==> src/rtl/gcd_arbiter.sv <==
// -----------------------------------------------------------------------------
// gcd_arbiter
// Round-robin arbiter that shares a single gcd_ci custom-instruction unit
// between NUM_REQ requesters. It grants one requester at a time, forwards that
// requester's operands, sequences the gcd start/done handshake and returns the
// result to the granted requester only. Single clock domain, every output
// registered.
//
// Parameters
//   NUM_REQ         number of requesters (2..8)
//   DATA_W          operand/result width, matches gcd_ci
//   TIMEOUT_CYCLES  watchdog limit in cycles (only with GCD_ARB_TIMEOUT_EN)
//
// Ports
//   clk          in   system clock
//   rst          in   asynchronous active-high reset
//   req_valid    in   per-requester request, held until its resp_valid
//   req_dataa    in   operand a, requester i in [i*DATA_W +: DATA_W]
//   req_datab    in   operand b, same packing
//   resp_valid   out  one-hot, one-cycle completion pulse to the granted requester
//   resp_result  out  gcd result, valid while resp_valid != 0
//   resp_err     out  timeout flag, qualified by resp_valid
//   busy         out  high in every state except IDLE
//   gcd_start    out  to gcd_ci start (held until gcd_done drops)
//   gcd_dataa    out  to gcd_ci dataa, holds until the next grant
//   gcd_datab    out  to gcd_ci datab, holds until the next grant
//   gcd_done     in   from gcd_ci done (high = idle/finished)
//   gcd_result   in   from gcd_ci result
//
// Configuration macro
//   GCD_ARB_TIMEOUT_EN : when defined, a watchdog counter aborts an operation
//   after TIMEOUT_CYCLES cycles in ISSUE/RUN and responds with resp_err=1 and
//   resp_result=0. When undefined, resp_err is always 0 and ISSUE/RUN wait
//   indefinitely.
// -----------------------------------------------------------------------------
module gcd_arbiter #(
    parameter int NUM_REQ        = 4,
    parameter int DATA_W         = 32,
    parameter int TIMEOUT_CYCLES = 1024
) (
    input  logic                      clk,
    input  logic                      rst,
    input  logic [NUM_REQ-1:0]        req_valid,
    input  logic [NUM_REQ*DATA_W-1:0] req_dataa,
    input  logic [NUM_REQ*DATA_W-1:0] req_datab,
    output logic [NUM_REQ-1:0]        resp_valid,
    output logic [DATA_W-1:0]         resp_result,
    output logic                      resp_err,
    output logic                      busy,
    output logic                      gcd_start,
    output logic [DATA_W-1:0]         gcd_dataa,
    output logic [DATA_W-1:0]         gcd_datab,
    input  logic                      gcd_done,
    input  logic [DATA_W-1:0]         gcd_result
);

    localparam int IDX_W = (NUM_REQ > 1) ? $clog2(NUM_REQ) : 1;

    // Elaboration-time guard on the supported parameter range.
    if (NUM_REQ < 2 || NUM_REQ > 8 || TIMEOUT_CYCLES < 1) begin : g_param_check
        $error("gcd_arbiter: parameter out of range");
    end

    typedef enum logic [1:0] {
        ST_IDLE  = 2'd0,
        ST_ISSUE = 2'd1,
        ST_RUN   = 2'd2,
        ST_RESP  = 2'd3
    } state_t;

    state_t              state_q;
    logic [IDX_W-1:0]    rr_ptr_q;
    logic [IDX_W-1:0]    grant_q;
    logic [IDX_W-1:0]    grant_d;
    logic [NUM_REQ-1:0]  resp_valid_q;
    logic [DATA_W-1:0]   resp_result_q;
    logic                resp_err_q;
    logic                busy_q;
    logic                gcd_start_q;
    logic [DATA_W-1:0]   gcd_dataa_q;
    logic [DATA_W-1:0]   gcd_datab_q;
    logic                tmo_hit_s;

    // Next index after idx, wrapping at NUM_REQ (NUM_REQ need not be a power of two).
    function automatic logic [IDX_W-1:0] wrap_inc(input logic [IDX_W-1:0] idx);
        if (idx == IDX_W'(NUM_REQ - 1)) begin
            wrap_inc = '0;
        end else begin
            wrap_inc = idx + IDX_W'(1);
        end
    endfunction

    // First set bit of vld searching upward from ptr with wrap. The scan runs
    // from the farthest candidate back to ptr so the closest match is written last.
    function automatic logic [IDX_W-1:0] rr_pick(input logic [NUM_REQ-1:0] vld,
                                                input logic [IDX_W-1:0]   ptr);
        logic [IDX_W-1:0] cand;
        rr_pick = ptr;
        for (int k = NUM_REQ - 1; k >= 0; k--) begin
            cand    = IDX_W'((int'(ptr) + k) % NUM_REQ);
            rr_pick = vld[cand] ? cand : rr_pick;
        end
    endfunction

    function automatic logic [NUM_REQ-1:0] to_onehot(input logic [IDX_W-1:0] idx);
        to_onehot      = '0;
        to_onehot[idx] = 1'b1;
    endfunction

    // Round-robin candidate for the next grant.
    always_comb begin
        grant_d = rr_pick(req_valid, rr_ptr_q);
    end

`ifdef GCD_ARB_TIMEOUT_EN
    localparam int CNT_W = $clog2(TIMEOUT_CYCLES + 1);

    logic [CNT_W-1:0] tmo_cnt_q;

    // Watchdog: zero outside ISSUE/RUN, so it starts from zero on entry to ISSUE.
    always_ff @(posedge clk or posedge rst) begin
        if (rst) begin
            tmo_cnt_q <= '0;
        end else if (state_q == ST_ISSUE || state_q == ST_RUN) begin
            tmo_cnt_q <= tmo_cnt_q + CNT_W'(1);
        end else begin
            tmo_cnt_q <= '0;
        end
    end

    // Fires on the TIMEOUT_CYCLES-th cycle spent in ISSUE/RUN.
    assign tmo_hit_s = (state_q == ST_ISSUE || state_q == ST_RUN) &&
                       (tmo_cnt_q == CNT_W'(TIMEOUT_CYCLES - 1));
`else
    assign tmo_hit_s = 1'b0;
`endif

    // Main FSM with all registered outputs.
    always_ff @(posedge clk or posedge rst) begin
        if (rst) begin
            state_q       <= ST_IDLE;
            rr_ptr_q      <= '0;
            grant_q       <= '0;
            resp_valid_q  <= '0;
            resp_result_q <= '0;
            resp_err_q    <= 1'b0;
            busy_q        <= 1'b0;
            gcd_start_q   <= 1'b0;
            gcd_dataa_q   <= '0;
            gcd_datab_q   <= '0;
        end else begin
            case (state_q)
                ST_IDLE: begin
                    // gcd_done low means the unit is still draining an aborted op.
                    if ((|req_valid) && gcd_done) begin
                        grant_q     <= grant_d;
                        gcd_dataa_q <= req_dataa[int'(grant_d)*DATA_W +: DATA_W];
                        gcd_datab_q <= req_datab[int'(grant_d)*DATA_W +: DATA_W];
                        gcd_start_q <= 1'b1;
                        busy_q      <= 1'b1;
                        state_q     <= ST_ISSUE;
                    end else begin
                        state_q     <= ST_IDLE;
                    end
                end
                ST_ISSUE: begin
                    if (tmo_hit_s) begin
                        gcd_start_q   <= 1'b0;
                        resp_valid_q  <= to_onehot(grant_q);
                        resp_result_q <= '0;
                        resp_err_q    <= 1'b1;
                        state_q       <= ST_RESP;
                    end else if (!gcd_done) begin
                        // gcd_ci has accepted the start edge.
                        gcd_start_q   <= 1'b0;
                        state_q       <= ST_RUN;
                    end else begin
                        state_q       <= ST_ISSUE;
                    end
                end
                ST_RUN: begin
                    if (tmo_hit_s) begin
                        resp_valid_q  <= to_onehot(grant_q);
                        resp_result_q <= '0;
                        resp_err_q    <= 1'b1;
                        state_q       <= ST_RESP;
                    end else if (gcd_done) begin
                        resp_valid_q  <= to_onehot(grant_q);
                        resp_result_q <= gcd_result;
                        resp_err_q    <= 1'b0;
                        state_q       <= ST_RESP;
                    end else begin
                        state_q       <= ST_RUN;
                    end
                end
                ST_RESP: begin
                    resp_valid_q  <= '0;
                    resp_result_q <= '0;
                    resp_err_q    <= 1'b0;
                    rr_ptr_q      <= wrap_inc(grant_q);
                    busy_q        <= 1'b0;
                    state_q       <= ST_IDLE;
                end
                default: begin
                    resp_valid_q  <= '0;
                    resp_err_q    <= 1'b0;
                    busy_q        <= 1'b0;
                    gcd_start_q   <= 1'b0;
                    state_q       <= ST_IDLE;
                end
            endcase
        end
    end

    assign resp_valid  = resp_valid_q;
    assign resp_result = resp_result_q;
    assign resp_err    = resp_err_q;
    assign busy        = busy_q;
    assign gcd_start   = gcd_start_q;
    assign gcd_dataa   = gcd_dataa_q;
    assign gcd_datab   = gcd_datab_q;

endmodule

==> config.mk <==
export PLATFORM = sky130hd
export DESIGN_NAME = gcd_arbiter
export DESIGN_NICKNAME = d
export VERILOG_FILES = /design/src/rtl/gcd_arbiter.sv
export SDC_FILE = /design/constraint.sdc
export NUM_CORES = 1
export LEC_CHECK = 0
export CORE_AREA = 2 2 156 158
export CTS_CLUSTER_DIAMETER = 50
export DETAILED_ROUTE_END_ITERATION = 12
export DIE_AREA = 0 0 158 160
export GPL_ROUTABILITY_DRIVEN = 0
export HOLD_SLACK_MARGIN = 0.15
export PLACE_DENSITY_LB_ADDON = 0.1
export SYNTH_ARGS = -nofsm -noshare
export SYNTH_HDL_FRONTEND = slang
export SYNTH_SLANG_ARGS = --single-unit
export TNS_END_PERCENT = 10
==> constraint.sdc <==
create_clock -name clk -period 3.5 [get_ports clk]
set_input_delay 0.7 -clock clk [delete_from_list [all_inputs] [get_ports clk]]
set_output_delay 0.7 -clock clk [all_outputs]
set_load 0.02 [all_outputs]
==> key figures <==
Yosys
  • Synthesis-stage register bit count: 108
  • Net count after synthesis: 866
  • Cell count after synthesis: 567
  • Synth async-reset ratio: 100%
  • Per-instance average area after synthesis: 11.0 µm²
  • Cell taking the most area after synthesis: dfrtp_1
  • Number of distinct standard cells referenced by the synthesized netlist: 35
  • Warning count from the yosys run: 0
  • Post-synth top flop: dfrtp_1
  • Mapped Area: 6250 µm²
  • Leading cell types by total area after synthesis: dfrtp_1 (43%), mux2i_1 (20%), a221oi_2 (14%)
  • Fraction of the yosys area taken by sequential cells: 43.2%
  • Post-synth EDFFs: 0
  • Portion of synthesized cell area occupied by the leading cell type: 43.2%

Placement
  • Post-Place Cells: 1254
  • Placed wire-length estimate after detailed placement: 17900 µm
  • PortBufs: 396

Drt
  • Drt pass-1 iters: 4
  • DRC Markers: 0
  • Number of nets still failing antenna checks after routing: 0
  • Total routed wirelength: 24100 µm
  • Via count: 5754
  • Iteration-0 DRC count of the detailed router: 198
  • Mean routed wirelength per cell: 19.0 µm
  • Drt via density: 4.53

STA
  • Setup repair after global routing missed its margin: no
  • Maximum achievable frequency: 388 MHz
  • Worst clock skew: 0.0111 ns
  • Final hold vios: 0
  • Period Utilization, post-route: 73.5%
  • Total negative setup slack: 0 ns
  • Slew Limit Headroom: 47.9%
  • Actual slew at the worst max-slew pin: 0.782 ns
  • Max-slew violation count: 0
  • Worst slack on hold paths: 0.496 ns
  • Final critical-path required period: 2.57 ns
  • Final setup vio count: 0

Global route
  • Number of antenna violations at the first check in global routing: 0
  • Maximum number of pins on one net before global-route repair: 67
  • First-pass GRT wire length: 35800 µm
  • Remaining global-route overflow: 0
  • Combined global-route utilization of all metal layers: 18.5%
  • Vias in the first global route: 5914

Power and ir drop
  • Static leakage power: 4.59 nW
  • Internal: 4.35 mW
  • Net switching power: 2.98 mW
  • Clk network pwr share: 15.1%
  • Net switching fraction of the power: 40.7%
  • Power Dens Cells: 676 nW/µm²
  • VDD IR max: 0.270 mV
  • Sequential Power Share: 28.3%
  • Part of the power in combinational logic: 56.6%
  • Total Power Consumption: 7.33 mW

Critical path
  • Peak fanout along the critical path: 43
  • Data arrival, critical path: 2.77 ns
  • Required time at the worst-slack endpoint: 3.69 ns
  • Launching element type of the critical path: input port
  • Category of the worst setup path capture point: register
  • Critical path class: input port to register

Final layout
  • Fraction of final layout cells sized beyond drive strength 1: 10.6%
  • Diodes inserted: 0
  • Fillcell total: 2320
  • Filler-free cell count of the finished design: 1270
  • Layout-stage area growth over the synthesis result: 73.5%
  • Net count, final: 1240

Floorplan
  • Starting density of the core: 26.2%
  • Die boundary height: 160 µm
  • Horizontal extent of the die: 158 µm
  • Cell row count: 57
  • Die area: 25300 µm²
  • Area of the core: 23800 µm²
  • # IOs: 398

Clock network
  • Maximum level of the CTS H-tree: 3
  • Post-CTS sizing: 0
  • Buffer type at the clock tree root: clkbuf_16
  • Sink Count: 108
  • Clock network latency to the later pin of the worst-skew pair: 0.36 ns
  • Clock Tree Buf Depth: 2
  • Number of post-CTS setup repair buffers: 0
  • Clock-pin transition on the worst setup and hold timing paths: 0.09 ns
  • TritonCTS clock tree: built
  • TritonCTS buffer count: 9
  • CTS Hold Bufs: 0

Worst hold path
  • Min-delay worst type: register to register

Outcome
  • Result of the run: finished clean

Flow run
  • Number of max-cap violations: 0
flip-flops by register name, indices dropped and copies added, names as in the netlist, named ones only:
name,cells
gcd_dataa,32
gcd_datab,32
resp_result,32
resp_valid,4
grant_q,2
rr_ptr_q,2
busy,1
gcd_start,1
state_q,1
cell usage in the layout (no fill, tap or decap), drive strengths merged, types with 2 or more instances in the layout:
cell type      netlist  final
nand3               36     36
nor4                 2      2
nand2b               2      2
dfrtp              108    108
nand2               81     81
mux2i              128    128
inv                  4      7
nor2b                4      4
ha                   4      4
nor2                67     67
o21ai                5      5
a221oi              64     64
buf                 36     15
clkdlybuf4s50        0    396
clkbuf              12      9
clkinv               0      3
a21oi                2      2
per-layer routing:
layer  up-vias  part of all wire (%)  track usage [%]
met1      2712                    42             22.9
met3        17                   8.1             4.91
met5         -                     0                0
met2       214                    48             31.9
met4         0                   1.4             4.83
li1       2811                     -                -
cells in the mapped netlist (4+ instances only):
cell and instances:
dfrtp_1 108, nor2_1 67, mux2i_1 128, inv_1 4, nor2b_1 4, buf_4 8
nand3_1 36, nand2_1 81, clkbuf_1 11, buf_2 13, buf_8 6, ha_1 4
a221oi_2 60, buf_6 7, a221oi_1 4, o21ai_0 4
layout make-up:
cell class	instances	area (µm²)	area share [%]
Timing Repair Buffer	411	4180	38.5
Multi-Input combinational cell	407	3220	29.7
Sequential cell	108	2700	24.9
Tap cell	324	405	3.74
Clock buffer	9	225	2.08
Clock inverter	7	96.3	0.888
Inverter	4	18.8	0.173
critical path, cell delays in order:
cell             delay (ns)
clkdlybuf4s50_1        0.48
nor2b_1                0.18
nor2_1                 0.08
o311ai_0               0.17
buf_4                  0.19
a21oi_4                0.11
buf_4                  0.63
a221oi_1               0.20
kinds of logic after synthesis:
| logic type | count (synthesis) | share of synthesized area (%) |
|---|---|---|
| flip-flops | 108 | 43.2 |
| buffers and inverters | 52 | 5.84 |
| AND/OR/NAND/NOR | 197 | 13.2 |
| adder cells (fa/ha/maj) | 4 | 0.801 |
| other | 1 | 0.0600 |
| multiplexers | 129 | 20.7 |
| AO/OA/AOI/OAI | 76 | 16.2 |
final timing paths:
check | start | depth (start not counted) | slack [ns] | to
worst min register to register | busy$_DFFE_PP0P_ | 2 | 0.50 | busy$_DFFE_PP0P_
max in group asynchronous | rst | 3 | 2.04 | gcd_dataa[18]$_DFFE_PP0P_
worst min-delay path | busy$_DFFE_PP0P_ | 2 | 0.50 | busy$_DFFE_PP0P_
min in group asynchronous | rst | 2 | 0.78 | gcd_datab[4]$_DFFE_PP0P_
worst max register to register | rr_ptr_q[0]$_DFFE_PP0P_ | 7 | 1.45 | gcd_dataa[28]$_DFFE_PP0P_
worst max-delay path | req_valid[0] | 8 | 0.93 | gcd_dataa[28]$_DFFE_PP0P_
metrics by stage:
step / setup slack, ns / util (%) / cell area [µm²]
global placement: 0.532 / 44.2 / 10500
detailed placement: 0.548 / 44.2 / 10500
global route: 0.679 / 45.5 / 10800
CTS: 0.941 / 45.5 / 10800
floorplan: 1.50 / - / 6250
finish: 0.926 / 45.5 / 10800
power by group through the flow:
| stage | sequential, mW | clock (mW) | combinational, mW |
|---|---|---|---|
| 6_report | 2.07 | 1.11 | 4.15 |
| 5_1_grt | 2.14 | 1.21 | 4.44 |
| 4_1_cts | 2.08 | 1.15 | 4.22 |
| 3_5_place_dp | 2.09 | 0 | 4.21 |
| 3_3_place_gp | 2.09 | 0 | 4.21 |
| 2_1_floorplan | 2.66 | 0 | 1.92 |
Power figures use the tool's default switching activity.
